==> config.mk <==
export PLATFORM = sky130hd
export DESIGN_NAME = quad_paddle_decoder
export DESIGN_NICKNAME = d
export VERILOG_FILES = /design/src/rtl/quad_paddle_decoder.sv
export SDC_FILE = /design/constraint.sdc
export NUM_CORES = 1
export LEC_CHECK = 0
export ABC_AREA = 1
export BUFFER_PORTS_ARGS = -buffer_cell sky130_fd_sc_hd__buf_2
export CORE_ASPECT_RATIO = 0.75
export CORE_MARGIN = 3
export CORE_UTILIZATION = 52
export DETAILED_ROUTE_END_ITERATION = 8
export PLACE_DENSITY = 0.76
export SLEW_MARGIN = 20
export SYNTH_ARGS = -nofsm -noshare
export SYNTH_HDL_FRONTEND = slang
export SYNTH_SLANG_ARGS = --single-unit
==> constraint.sdc <==
create_clock -name clk -period 1.5 [get_ports clk]
set_input_delay 0.225 -clock clk [delete_from_list [all_inputs] [get_ports clk]]
set_output_delay 0.225 -clock clk [all_outputs]
set_load 0.01 [all_outputs]
==> src/rtl/quad_paddle_decoder.sv <==
// Quadrature A/B decoder: synchronised, glitch-filtered x4 decode driving a
// clamped paddle position with direction, step and illegal-transition reporting.
module quad_paddle_decoder #(
  parameter int unsigned POS_W       = 9,
  parameter int unsigned POS_MIN     = 0,
  parameter int unsigned POS_MAX     = 2**POS_W - 1,
  parameter int unsigned RESET_POS   = 0,
  parameter int unsigned STEP        = 1,
  parameter int unsigned SYNC_STAGES = 3,
  parameter int unsigned FILTER_LEN  = 4,
  parameter int unsigned ERR_W       = 8
) (
  input  logic             clk,
  input  logic             reset,
  input  logic             quadA,
  input  logic             quadB,
  input  logic             enable,
  input  logic             zero,
  output logic [POS_W-1:0] position,
  output logic             dir,
  output logic             step_pulse,
  output logic             err,
  output logic [ERR_W-1:0] err_count,
  output logic             at_min,
  output logic             at_max
);
  localparam int unsigned SETTLE = SYNC_STAGES + FILTER_LEN + 1;
  localparam int unsigned SET_W  = $clog2(SETTLE + 1);
  localparam int unsigned FCNT_W = $clog2(FILTER_LEN + 1);
  localparam int unsigned PW1    = POS_W + 1;

  logic [SYNC_STAGES-1:0] sync_a_q, sync_b_q;
  logic [1:0]             synced;
  logic [SET_W-1:0]       settle_q, settle_d;
  logic                   settling;
  logic [1:0]             filt_q, filt_d, prev_q, prev_d;
  logic [1:0][FCNT_W-1:0] fcnt_q, fcnt_d;
  logic [1:0]             chg;
  logic                   valid_edge, illegal_edge, up;
  logic [PW1-1:0]         pos_ext, pos_sum, pos_floor;
  logic [POS_W-1:0]       pos_step;
  logic [POS_W-1:0]       pos_q, pos_d;
  logic                   dir_q, dir_d, step_q, step_d, err_q, err_d;
  logic [ERR_W-1:0]       errcnt_q, errcnt_d;

  // Channel index 0 is A, index 1 is B throughout.
  assign synced   = {sync_b_q[SYNC_STAGES-1], sync_a_q[SYNC_STAGES-1]};
  assign settling = (settle_q != '0);

  always_ff @(posedge clk or posedge reset) begin
    if (reset) begin
      sync_a_q <= '0;
      sync_b_q <= '0;
      settle_q <= SET_W'(SETTLE);
      filt_q   <= '0;
      prev_q   <= '0;
      fcnt_q   <= '0;
      pos_q    <= POS_W'(RESET_POS);
      dir_q    <= 1'b0;
      step_q   <= 1'b0;
      err_q    <= 1'b0;
      errcnt_q <= '0;
    end else begin
      sync_a_q <= {sync_a_q[SYNC_STAGES-2:0], quadA};
      sync_b_q <= {sync_b_q[SYNC_STAGES-2:0], quadB};
      settle_q <= settle_d;
      filt_q   <= filt_d;
      prev_q   <= prev_d;
      fcnt_q   <= fcnt_d;
      pos_q    <= pos_d;
      dir_q    <= dir_d;
      step_q   <= step_d;
      err_q    <= err_d;
      errcnt_q <= errcnt_d;
    end
  end

  // While settling, filtered and previous levels both track the synced pair so
  // the first decoded cycle starts from a consistent baseline.
  always_comb begin
    settle_d = settling ? settle_q - SET_W'(1) : settle_q;
    filt_d   = filt_q;
    fcnt_d   = fcnt_q;
    prev_d   = settling ? synced : filt_q;
    for (int i = 0; i < 2; i++) begin
      if (settling) begin
        filt_d[i] = synced[i];
        fcnt_d[i] = '0;
      end else if (synced[i] == filt_q[i]) begin
        fcnt_d[i] = '0;
      end else if (fcnt_q[i] == FCNT_W'(FILTER_LEN - 1)) begin
        filt_d[i] = synced[i];
        fcnt_d[i] = '0;
      end else begin
        fcnt_d[i] = fcnt_q[i] + FCNT_W'(1);
      end
    end
  end

  // Decode and clamped position update; arithmetic carries one extra bit.
  always_comb begin
    chg          = prev_q ^ filt_q;
    valid_edge   = !settling && (chg[0] ^ chg[1]);
    illegal_edge = !settling && (&chg);
    up           = prev_q[0] ^ filt_q[1];
    pos_ext      = {1'b0, pos_q};
    pos_sum      = pos_ext + PW1'(STEP);
    pos_floor    = PW1'(POS_MIN) + PW1'(STEP);
    if (up) begin
      pos_step = (pos_sum > PW1'(POS_MAX)) ? POS_W'(POS_MAX) : pos_sum[POS_W-1:0];
    end else begin
      pos_step = (pos_ext < pos_floor) ? POS_W'(POS_MIN) : POS_W'(pos_ext - PW1'(STEP));
    end

    pos_d    = pos_q;
    dir_d    = dir_q;
    step_d   = 1'b0;
    err_d    = 1'b0;
    errcnt_d = errcnt_q;
    if (valid_edge) begin
      dir_d = up;
      if (enable) begin
        pos_d  = pos_step;
        step_d = 1'b1;
      end
    end
    if (illegal_edge) begin
      err_d = 1'b1;
      if (errcnt_q != '1) errcnt_d = errcnt_q + ERR_W'(1);
    end
    if (zero) begin
      pos_d  = POS_W'(RESET_POS);
      step_d = 1'b0;
    end
  end

  assign position   = pos_q;
  assign dir        = dir_q;
  assign step_pulse = step_q;
  assign err        = err_q;
  assign err_count  = errcnt_q;
  assign at_min     = (pos_q == POS_W'(POS_MIN));
  assign at_max     = (pos_q == POS_W'(POS_MAX));

endmodule
======== Word level (Yosys, flattened, before mapping) ========
Cells that the tools add are included.
Widths: inputs -> output; s select.
operators by class
  multiplexer cells ....................... 23
  $lt $le $gt $ge ......................... 2
  equality and inequality tests ........... 8
  $add $sub $neg .......................... 6
  bitwise logic cells ..................... 3
  reduce and logical (&&, ||, !) cells .... 14
operators by type and width
  operator              count
  $mux 9                6
  $mux 3                6
  $add 9x1->10 const B  1
  $gt 10x9->1 const B   1
  $mux 1                10
  $reduce_and 2->1      5
  $eq 9x9->1 const B    1
  $logic_not 9->1       1
  $lt 9x1->1 const B    1
  $sub 9x1->9 const B   1
  $add 8x1->8 const B   1
  $ne 8x8->1 const B    1
  $reduce_bool 2->1     4
  $add 3x1->3 const B   2
  $eq 3x2->1 const B    2
  $ne 2x2->1 const B    2
  $reduce_bool 4->1     1
  $sub 4x1->4 const B   1
  $eq 1x1->1            2
  $logic_and 1x1->1     2
  $mux 2                1
  $xor 1x1->1           2
  $xor 2x2->2           1
  $logic_not 1->1       1
storage, ports and cells
  register bits after elaboration ......... 40
  logic and storage cells ................. 69
  input bits .............................. 6
  output and inout bits ................... 22

======== Depth between registers and ports, before layout ========
Gate-level depths: netlist of the first run.
  depth after elaboration ................. 7
  gate-level depth with buffers ........... 11
  gate-level depth less buffers ........... 11

======== Least setup slack after synthesis of the first run ========
Ideal clock, no wire load.
  path kind ............................... register to register
  start ................................... register pos_q[3] (netlist: position[3])
  end ..................................... register pos_q[8] (netlist: position[8])
  arrival ................................. 1.471 ns
  stages on the path, launching flop included .. 12
  path slack .............................. -0.088 ns
  period minus slack after synthesis ...... 1.588 ns
  library setup time ...................... 0.116 ns
  cell sequence ........................... dfrtp_1 buf_2 nand2_1 nor2_1 nand2_1 nor2_1 ha_1 nand3b_1 nand2_1 inv_1 nand2_1 nand2_1
between the ends
  cells in the longest elaborated chain, start to end .. 7
  elaborated cells between the ends (all ways) .. 10
  classes of those cells .................. 2 x add/sub; 2 x order compare; 6 x mux
ends and longest elaborated chain
  item                      line  source
  start: declaration        42    logic [POS_W-1:0] pos_q, pos_d;
  start signal: assignment  58    pos_q <= POS_W'(RESET_POS);
  start signal: assignment  70    pos_q <= pos_d;
  $add 9x1->10              107   pos_sum = pos_ext + PW1'(STEP);
  $gt 10x9->1               110   pos_step = (pos_sum > PW1'(POS_MAX)) ? POS_W'(POS_MAX) : pos_sum[POS_W-1:0];
  $mux 9                    110
  $mux 9 *                  109   if (up) begin
  $mux 9 *                  122   if (enable) begin
  $mux 9 *                  120   if (valid_edge) begin
  $mux 9 *                  131   if (zero) begin
Mark *: on every way between the ends. The rest lies on a longest branch, timed or not. The select of a mux whose other input is x is not followed.
A chain may end at the register's enable or synchronous reset.

======== Final worst setup path of the first run ========
  start ................................... register pos_q[0] (netlist: position[0])
  end ..................................... output port at_max
between the ends
  cells in the longest elaborated chain, start to end .. 1
ends and longest elaborated chain
  item              line  source
  $eq 9x9->1        143   assign at_max = (pos_q == POS_W'(POS_MAX));
  end: declaration  25    output logic at_max
Every way passes these cells.

==> results of run 1 <==
cell type report:
type / instances / area [µm²] / area share, %
Sequential cell: 40 / 1000 / 33.9
Tap cell: 52 / 65.1 / 2.20
Inverter: 32 / 128 / 4.31
Clock buffer: 8 / 90.1 / 3.04
Multi-Input combinational cell: 206 / 1200 / 40.5
Timing Repair Buffer: 68 / 478 / 16.1
layer usage:
layer / track usage [%] / vias to the layer above / wire length, µm
met4: 4.85 / 0 / 35
li1: - / 1042 / -
met1: 33.8 / 975 / 2550
met5: 0 / - / 0
met2: 36.0 / 84 / 2450
met3: 3.76 / 5 / 425
cell families after synthesis:
| family | synth area share [%] |
|---|---|
| AND/OR/NAND/NOR | 31.3 |
| flip-flops | 45.7 |
| buffers and inverters | 6.51 |
| AO/OA/AOI/OAI | 5.76 |
| XOR/XNOR | 5.59 |
| adder cells (fa/ha/maj) | 5.14 |
critical path, cell delays in order (launching register included):
cell,delay [ns]
dfrtp_2,0.44
ha_4,0.17
nand2_2,0.07
inv_2,0.04
nand2_2,0.07
nor2_1,0.05
ha_1,0.18
buf_2,0.13
state kept, by name, summed over array words and instances, names as in the netlist:
| name | count |
|---|---|
| prev_q | 2 |
| position | 9 |
| sync_b_q | 3 |
| step_pulse | 1 |
| settle_q | 4 |
| sync_a_q | 3 |
| err | 1 |
| fcnt_q | 6 |
| dir | 1 |
| filt_q | 2 |
| err_count | 8 |
worst max path at each step:
| stage | start | endpoint | slack, ns | depth (start not counted) |
|---|---|---|---|---|
| after global routing | prev_q[0] | position[4] | -0.22 | 8 |
| after floorplan | position[1] | position[8] | -0.07 | 11 |
| after global placement | prev_q[0] | position[8] | -0.05 | 10 |
| after detailed placement | prev_q[0] | position[8] | -0.13 | 10 |
| final | position[0] | at_max | -0.15 | 7 |
| after CTS | position[0] | at_max | -0.14 | 7 |
cells in the final DEF, fill, tap and decap left out, types with 2 or more instances in the layout:
cell	count
nand2_1	90
dfrtp_1	38
buf_4	36
buf_2	27
inv_1	23
nand3_1	21
nor2_1	20
o21ai_0	12
xor2_1	8
xnor2_1	6
inv_2	6
clkbuf_8	6
nand3_2	5
ha_1	5
nor2_2	4
o21ai_1	4
ha_4	4
inv_4	3
nand2_2	3
nand4_1	3
nand3_4	2
nor2_4	2
a21oi_4	2
nand3b_1	2
nor3b_1	2
nor3_1	2
nor4_1	2
a21oi_1	2
clkbuf_1	2
buf_6	2
buf_12	2
timing repair:
item | 4_1_cts | 5_1_grt
gates cloned | 2 | 1
endpoints found under the hold margin | 6 | 0
buffers inserted | 5 | 3
pin swaps | 13 | 10
hold buffers | 1 | 0
resized for setup | 24 | 15
setup endpoints to repair | 15 | 24
metrics by stage:
stage / cell area, µm² / power, mW / hold slack [ns] / setup TNS (ns)
3_3_place_gp: 2630 / 4.31 / 0.205 / -0.248
3_5_place_dp: 2630 / 4.41 / 0.214 / -0.770
5_1_grt: 2960 / 6.34 / 0.0387 / -2.34
2_1_floorplan: 2200 / 3.40 / 0.256 / -0.0719
4_1_cts: 2880 / 5.56 / 0.0389 / -0.994
6_report: 2960 / 5.87 / 0.0445 / -1.26
power by group:
| part | switching, mW | internal, mW |
|---|---|---|
| Sequential | 0.184 | 1.34 |
| Clock | 0.350 | 0.375 |
| Combinational | 2.07 | 1.55 |
==> results_dict.tcl, run 1 <==
set metrics [dict create \
    status "finished with violations" \
    violations "setup timing" \
    drv_slew 0 \
    crit_type "register to primary output" \
    arrival_ns 1.43 \
    synth_edf_count 0 \
    fin_util_pct 77.0 \
    finClkSkew_ns 0.00440 \
    critPathRequiredTime_ns 1.27 \
    hold_viol 0 \
    drc 0 \
    dr_total_vias 2106 \
    worst_pin_slew_ns 0.393 \
    post-place-ws_ns -0.125 \
    initial_core_util_pct 56.9 \
    ys.flop_type "dfrtp_1" \
    reg2reg_from "prev_q[0]" \
    yosysUniqueCellTypes 27 \
    r2r_end "position[4]" \
    hp-class "input port to register" \
    antenna_left 0 \
    netlist_top_cells_count "nand2_1 (94), dfrtp_1 (39), inv_1 (31)" \
    startpoint_type "register" \
    async_flop_share_pct 100 \
    holdCritStartpoint "quadB" \
    ys.warnings.count 0 \
    hpwl_um 3820 \
    avgSynthCellArea_um2 7.86 \
    reg2reg_depth 8 \
    io_buffers 27 \
    rsz0062_at_grt "yes" \
    fp-row-count 19 \
    drt_iter0_drc 212 \
    min_to "sync_b_q[0]" \
    clk_latency_ns 0.28 \
    viasPerCell 5.19 \
    area_growth_pct 35.2 \
    grt_pass1_wl_um 9160 \
    routed_wl_um 5460 \
    synth_most_common_cell "nand2_1" \
    synth_top_cell_by_area "dfrtp_1" \
    cts_tree "done" \
    nets 368 \
    syn_nets 294 \
    synth_top_area_share_pct 44.5 \
    syn-cell-area_mm2 0.00219 \
    clkTransAtPathRegs_ns 0.07 \
    grt_overflow 0 \
    fillers 272 \
    antenna_cells 0 \
    cts_buffer_depth 2 \
    yosysSeqAreaShare_pct 45.7 \
    grt_pass1_vias 1940 \
    critPathMaxFanout 2 \
    p_leak_nw 1.55 \
    drive_above_1_share_pct 30.8 \
    wl_per_cell_um 13.5 \
    whs_path_depth 1 \
    htreeDepth 2 \
    ir_drop_mv 1.21 \
    first_pass_iters 5 \
    die_area_mm2 0.00504 \
    coreArea_mm2 0.00385 \
    grtUsageTotal_pct 23.1 \
    period_share_pct 110 \
    slew_headroom_pct 73.8 \
    die_h_um 62.2 \
    place.gp.congestion 0.852 \
    grt_max_degree 19 \
    drv_cap 0 \
    max_freq_ghz 0.604 \
    dp.cells 386 \
    io_pins 28 \
    reg2reg_setup_slack_ns -0.13 \
    cts_sinks 40 \
    power_density_mw_per_mm2 1980 \
    synthTopCellsByArea "dfrtp_1 (45%), nand2_1 (16%), nand3_1 (5.9%), inv_1 (5.3%), ha_1 (5.1%)" \
    synth-seq-cells 40 \
    fin_cells 406 \
    synth_cells 279 \
    antenna_found_initial 0 \
    cts-root-buf "clkbuf_8" \
    die_x_um 81.0 \
    critPathCaptureType "primary output" \
    setup_violations 12 \
    min_period_ns 1.65 \
    worst_slack_ns -0.155 \
    cts_buffers 5 \
]
(Power assumes the default switching activity.)
==> run 2: changes to the inputs <==
CORE_UTILIZATION = 57   (was 52)
PLACE_DENSITY = 0.79   (was 0.76)
clock period = 1.6 ns   (was 1.5 ns; I/O delays follow)
==> run 2 against run 1 <==
The flow still finishes with violations (setup timing). Count of clock-buffer cells in the layout decreased by 2. Power decreased by 5.7%. Sequential share of layout area increased by 0.49 points. Core utilization increased by 6.7 points. Routed wire length increased by 2.5%. Sequential power decreased by 5%. Critical path type is now register to register.
==> results_dict.tcl, run 2 (same netlist as run 1, synthesis figures left out) <==
set metrics [dict create \
    arrival_ns 1.96 \
    met1_usage_pct 33.3 \
    io_pins 28 \
    power.internal_mw 3.03 \
    p_leak_nw 1.55 \
    fin_setup_tns_ns -0.542 \
    nets 360 \
    antenna_cells 0 \
    worst_slack_ns -0.124 \
    critPathCaptureType "register" \
    hpwl_um 3630 \
    antenna_found_initial 0 \
    cp_common_cell "nand2_1" \
    p_clk_share_pct 12.3 \
    cts_buffers 5 \
    p_seq_share_pct 26.1 \
    violations "setup timing" \
    largest_reg_flops 9 \
    hp-class "input port to async pin" \
    setup_violations 10 \
    final_common_cell "nand2_1" \
    drive_above_1_share_pct 32.7 \
    io_buffers 27 \
    antenna_left 0 \
    rsz0062_at_grt "yes" \
    stdcell_area_mm2 0.00292 \
    p_comb_share_pct 61.6 \
    place.gp.congestion 0.930 \
    min_period_ns 1.72 \
    routed_wl_um 5600 \
    wl_per_cell_um 14.1 \
    clk_latency_ns 0.29 \
    final_cell_mix "nand2_1 (88), dfrtp_1 (38), buf_4 (31)" \
    first_pass_iters 5 \
    critPathRequiredTime_ns 1.84 \
    slowest_delay_ns 0.41 \
    critPathMaxFanout 5 \
    die_h_um 59.7 \
    finClkSkew_ns 0.0110 \
    drv_slew 0 \
    drv_cap 0 \
    swShare_pct 45.3 \
    grt_pass1_wl_um 8440 \
    power_density_mw_per_mm2 1900 \
    grt_overflow 0 \
    dpl_cell_area_mm2 0.00254 \
    cts_buffer_depth 2 \
    fp-row-count 18 \
    viasPerCell 5.36 \
    crit_type "register to register" \
    top_usage_layer "met2" \
    initial_core_util_pct 62.8 \
    critPathBufInv 2 \
    grtUsageTotal_pct 23.8 \
    switchingPower_mw 2.51 \
    drt_iter0_drc 181 \
    fin_util_pct 83.7 \
    area_growth_pct 33.3 \
    htreeDepth 2 \
    cts_sinks 40 \
    max_freq_ghz 0.580 \
    clkTransAtPathRegs_ns 0.08 \
    cts-root-buf "clkbuf_8" \
    critPathSlowestCell "dfrtp_1" \
    die_area_mm2 0.00463 \
    die_x_um 77.6 \
    status "finished with violations" \
    crit_family "simple AND/OR/NAND/NOR gates" \
    cts.hold.buffers_added 0 \
    worst_pin_slew_ns 0.482 \
    slew_headroom_pct 67.8 \
    coreArea_mm2 0.00349 \
    post-place-ws_ns -0.178 \
    startpoint_type "register" \
    hold_viol 0 \
    cts_tree "done" \
    dr_total_vias 2124 \
    period_share_pct 108 \
    grt_max_degree 41 \
    grt_util_met2_pct 35.2 \
    ir_drop_mv 1.18 \
    drc 0 \
    grt_pass1_vias 1856 \
    use_met3_pct 7.23 \
    crit_chain "xor2_1 -> ha_1 -> inv_2 -> nor2_4 -> nand2_4 -> nor2_4 -> nand2_1 -> inv_1 -> nand2_1 -> nand2_1" \
]
## run 2: metrics by stage
stage / hold slack (ns) / cells / power [mW]
floorplan: 0.271 / 279 / 3.17
global placement: 0.332 / 375 / 3.96
detailed placement: 0.336 / 375 / 4.04
CTS: 0.0481 / 388 / 4.96
global route: 0.0476 / 396 / 5.97
finish: 0.0492 / 396 / 5.54
## run 2: layout make-up
type                            count  area (µm²)
Timing Repair Buffer               61         417
Clock buffer                        6        82.6
Clock inverter                      2        10.0
Inverter                           32         128
Sequential cell                    40        1000
Multi-Input combinational cell    205        1220
Tap cell                           50        62.6
Fill cell                         206         569
## run 2: worst register-to-register path: stages (launching register included)
cell,delay [ns]
dfrtp_1,0.41
xor2_1,0.17
ha_1,0.29
inv_2,0.05
nor2_4,0.14
nand2_4,0.09
nor2_4,0.23
nand2_1,0.10
inv_1,0.08
nand2_1,0.06
nand2_1,0.05
## run 2: power by group through the flow
stage / clock network (mW) / registers, mW / logic, mW
floorplan: 0 / 1.53 / 1.64
global placement: 0 / 1.43 / 2.54
detailed placement: 0 / 1.44 / 2.60
CTS: 0.688 / 1.42 / 2.85
global route: 0.732 / 1.47 / 3.76
finish: 0.681 / 1.45 / 3.41
## run 2: what timing repair did
item,in CTS,in global routing
buffers inserted,4,7
gates resized for setup,11,38
pin swaps,4,17
endpoints found under the setup margin,11,18
gates cloned,1,1
## run 2: per-layer routing
metal | vias to the layer above | part of all wire (%)
met3 | 12 | 9.1
li1 | 1020 | -
met1 | 999 | 44
met5 | - | 0
met2 | 93 | 46
met4 | 0 | 1.4
## run 2: worst paths after layout
check / from / to / slack, ns / depth (start not counted)
min reg2reg: sync_b_q[0] / sync_b_q[1] / 0.35 / 0
min: reset / prev_q[1] / 0.05 / 3
max: prev_q[0] / position[8] / -0.12 / 10
min in group clk: quadB / sync_b_q[0] / 0.05 / 1
max reg2reg: prev_q[0] / position[8] / -0.12 / 10
max in group asynchronous: reset / position[2] / 1.19 / 3
==> run 3: changes to the inputs <==
GPL_TIMING_DRIVEN = 0   (was default)
SKIP_CTS_REPAIR_TIMING = 1   (was default)
SKIP_LAST_GASP = 1   (was default)
==> run 3 against run 2 <==
Critical path type unchanged. The flow still finishes with violations (setup timing). Core utilization decreased by 2.0 points. Clock skew hardly changed. Global-route usage fell by 2.3 points. Routed wire length rose by 9.4%. Sequential power rose by 5%. Via count grew 3.8%. Power down 1.1%. Register-to-register slack worse by 0.04 ns. Critical endpoint is now position[6]. First-iteration DRC count grew 57%. Die area stayed put.
==> results_dict.tcl, run 3 (same netlist as run 1, synthesis figures left out) <==
set metrics [dict create \
    antenna_found_initial 0 \
    grt_max_degree 34 \
    critPathCaptureType "register" \
    crit_type "register to register" \
    nets 347 \
    die_x_um 77.6 \
    cts_buffers 5 \
    p_leak_nw 1.47 \
    top_usage_layer "met2" \
    whs_ns 0.0433 \
    io_buffers 27 \
    finClkSkew_ns 0.0107 \
    hold_viol 0 \
    use_met3_pct 4.67 \
    cts_buffer_depth 2 \
    grtUsageTotal_pct 21.5 \
    arrival_ns 1.99 \
    startpoint_type "register" \
    routed_wl_um 6130 \
    critPathRequiredTime_ns 1.82 \
    hpwl_um 3480 \
    drive_above_1_share_pct 27.6 \
    final_common_cell "nand2_1" \
    drv_slew 0 \
    drc 0 \
    met1_usage_pct 31.3 \
    viasPerCell 5.75 \
    power_density_mw_per_mm2 1920 \
    violations "setup timing" \
    slew_headroom_pct 66.6 \
    max_freq_ghz 0.565 \
    fp-row-count 18 \
    post-place-ws_ns -0.314 \
    dpl_cell_area_mm2 0.00241 \
    stdcell_area_mm2 0.00285 \
    setup_violations 11 \
    io_pins 28 \
    final_cell_mix "nand2_1 (90), dfrtp_1 (33), inv_1 (26), buf_2 (26), nand3_1 (23)" \
    drv_cap 0 \
    fillers 215 \
    cts_tree "done" \
    wl_per_cell_um 16.0 \
    die_h_um 59.7 \
    largest_reg_flops 9 \
    worst_slack_ns -0.169 \
    place.gp.congestion 0.942 \
    worst_pin_slew_ns 0.501 \
    die_area_mm2 0.00463 \
    cts_sinks 40 \
    htreeDepth 2 \
    dr_total_vias 2204 \
    antenna_cells 0 \
    period_share_pct 111 \
    ir_drop_mv 1.11 \
    first_pass_iters 8 \
    grt_overflow 0 \
    drt_iter0_drc 284 \
    antenna_left 0 \
    rsz0062_at_grt "yes" \
    area_growth_pct 30.0 \
    min_period_ns 1.77 \
    coreArea_mm2 0.00349 \
    grt_pass1_vias 1700 \
    clk_latency_ns 0.30 \
    cts-root-buf "clkbuf_8" \
    initial_core_util_pct 62.8 \
    grt_util_met2_pct 33.8 \
    hp-class "input port to register" \
    grt_pass1_wl_um 7780 \
    clkTransAtPathRegs_ns 0.08 \
    status "finished with violations" \
    critPathMaxFanout 5 \
]
-- run 3: cell count changes in the layout (fill, tap and decap cells not counted), moves of 3 or more --
cell and change:
clkbuf_1 +3, dfrtp_2 +5, nand3_1 +3, nor2_2 -5, dfrtp_1 -5, buf_4 -18, inv_1 +3, nand3_2 -3
-- run 3: power breakdown --
| group | total [mW] | internal (mW) | switching, mW |
|---|---|---|---|
| registers | 1.52 | 1.27 | 0.258 |
| clock network | 0.828 | 0.463 | 0.364 |
| logic | 3.12 | 1.22 | 1.91 |
-- run 3: final timing paths --
| kind | startpoint | to | slack [ns] | depth (start not counted) |
|---|---|---|---|---|
| max | position[1] | position[6] | -0.17 | 9 |
| min | quadB | sync_b_q[0] | 0.04 | 1 |
| max reg2reg | position[1] | position[6] | -0.17 | 9 |
| min reg2reg | sync_a_q[1] | sync_a_q[2] | 0.35 | 0 |
| max in group asynchronous | reset | settle_q[3] | 0.68 | 4 |
| min in group asynchronous | reset | sync_a_q[2] | 0.44 | 3 |
-- run 3: area by class of cell --
type                    count  area (µm²)  share of cell area, %
plain buffers               4        26.3                  0.922
clock buffers               6        72.6                   2.55
clock inverters             2        35.0                   1.23
inverters                  32         125                   4.39
multi-input cells         204        1200                   42.2
flip-flops and latches     40        1010                   35.4
well taps                  50        62.6                   2.19
repair buffers             45         315                   11.1
-- run 3: per-layer routing --
| metal | wire (µm) | part of all wire [%] | up-vias |
|---|---|---|---|
| met3 | 616 | 10 | 30 |
| met1 | 2580 | 42 | 1010 |
| met4 | 138 | 2.3 | 0 |
| met5 | 0 | 0 | - |
| met2 | 2790 | 46 | 170 |
| li1 | - | - | 994 |
-- run 3: stage by stage --
step	std cells	TNS (ns)	util, %	total power, mW
finish	383	-1.26	81.6	5.47
floorplan	279	0	-	3.17
CTS	365	-3.42	72.1	4.63
detailed placement	357	-2.70	69.0	3.81
global placement	356	-2.70	68.5	3.70
global route	383	-2.00	81.6	5.80
-- run 3: critical path, stage by stage, from the launching register on --
cell and delay (ns):
dfrtp_2 0.43, buf_4 0.14, nand3_1 0.15, nor2_1 0.22, nand2_1 0.19, nand2_1 0.12
inv_1 0.12, nand2_1 0.12, nand3_2 0.10, nand2_1 0.10
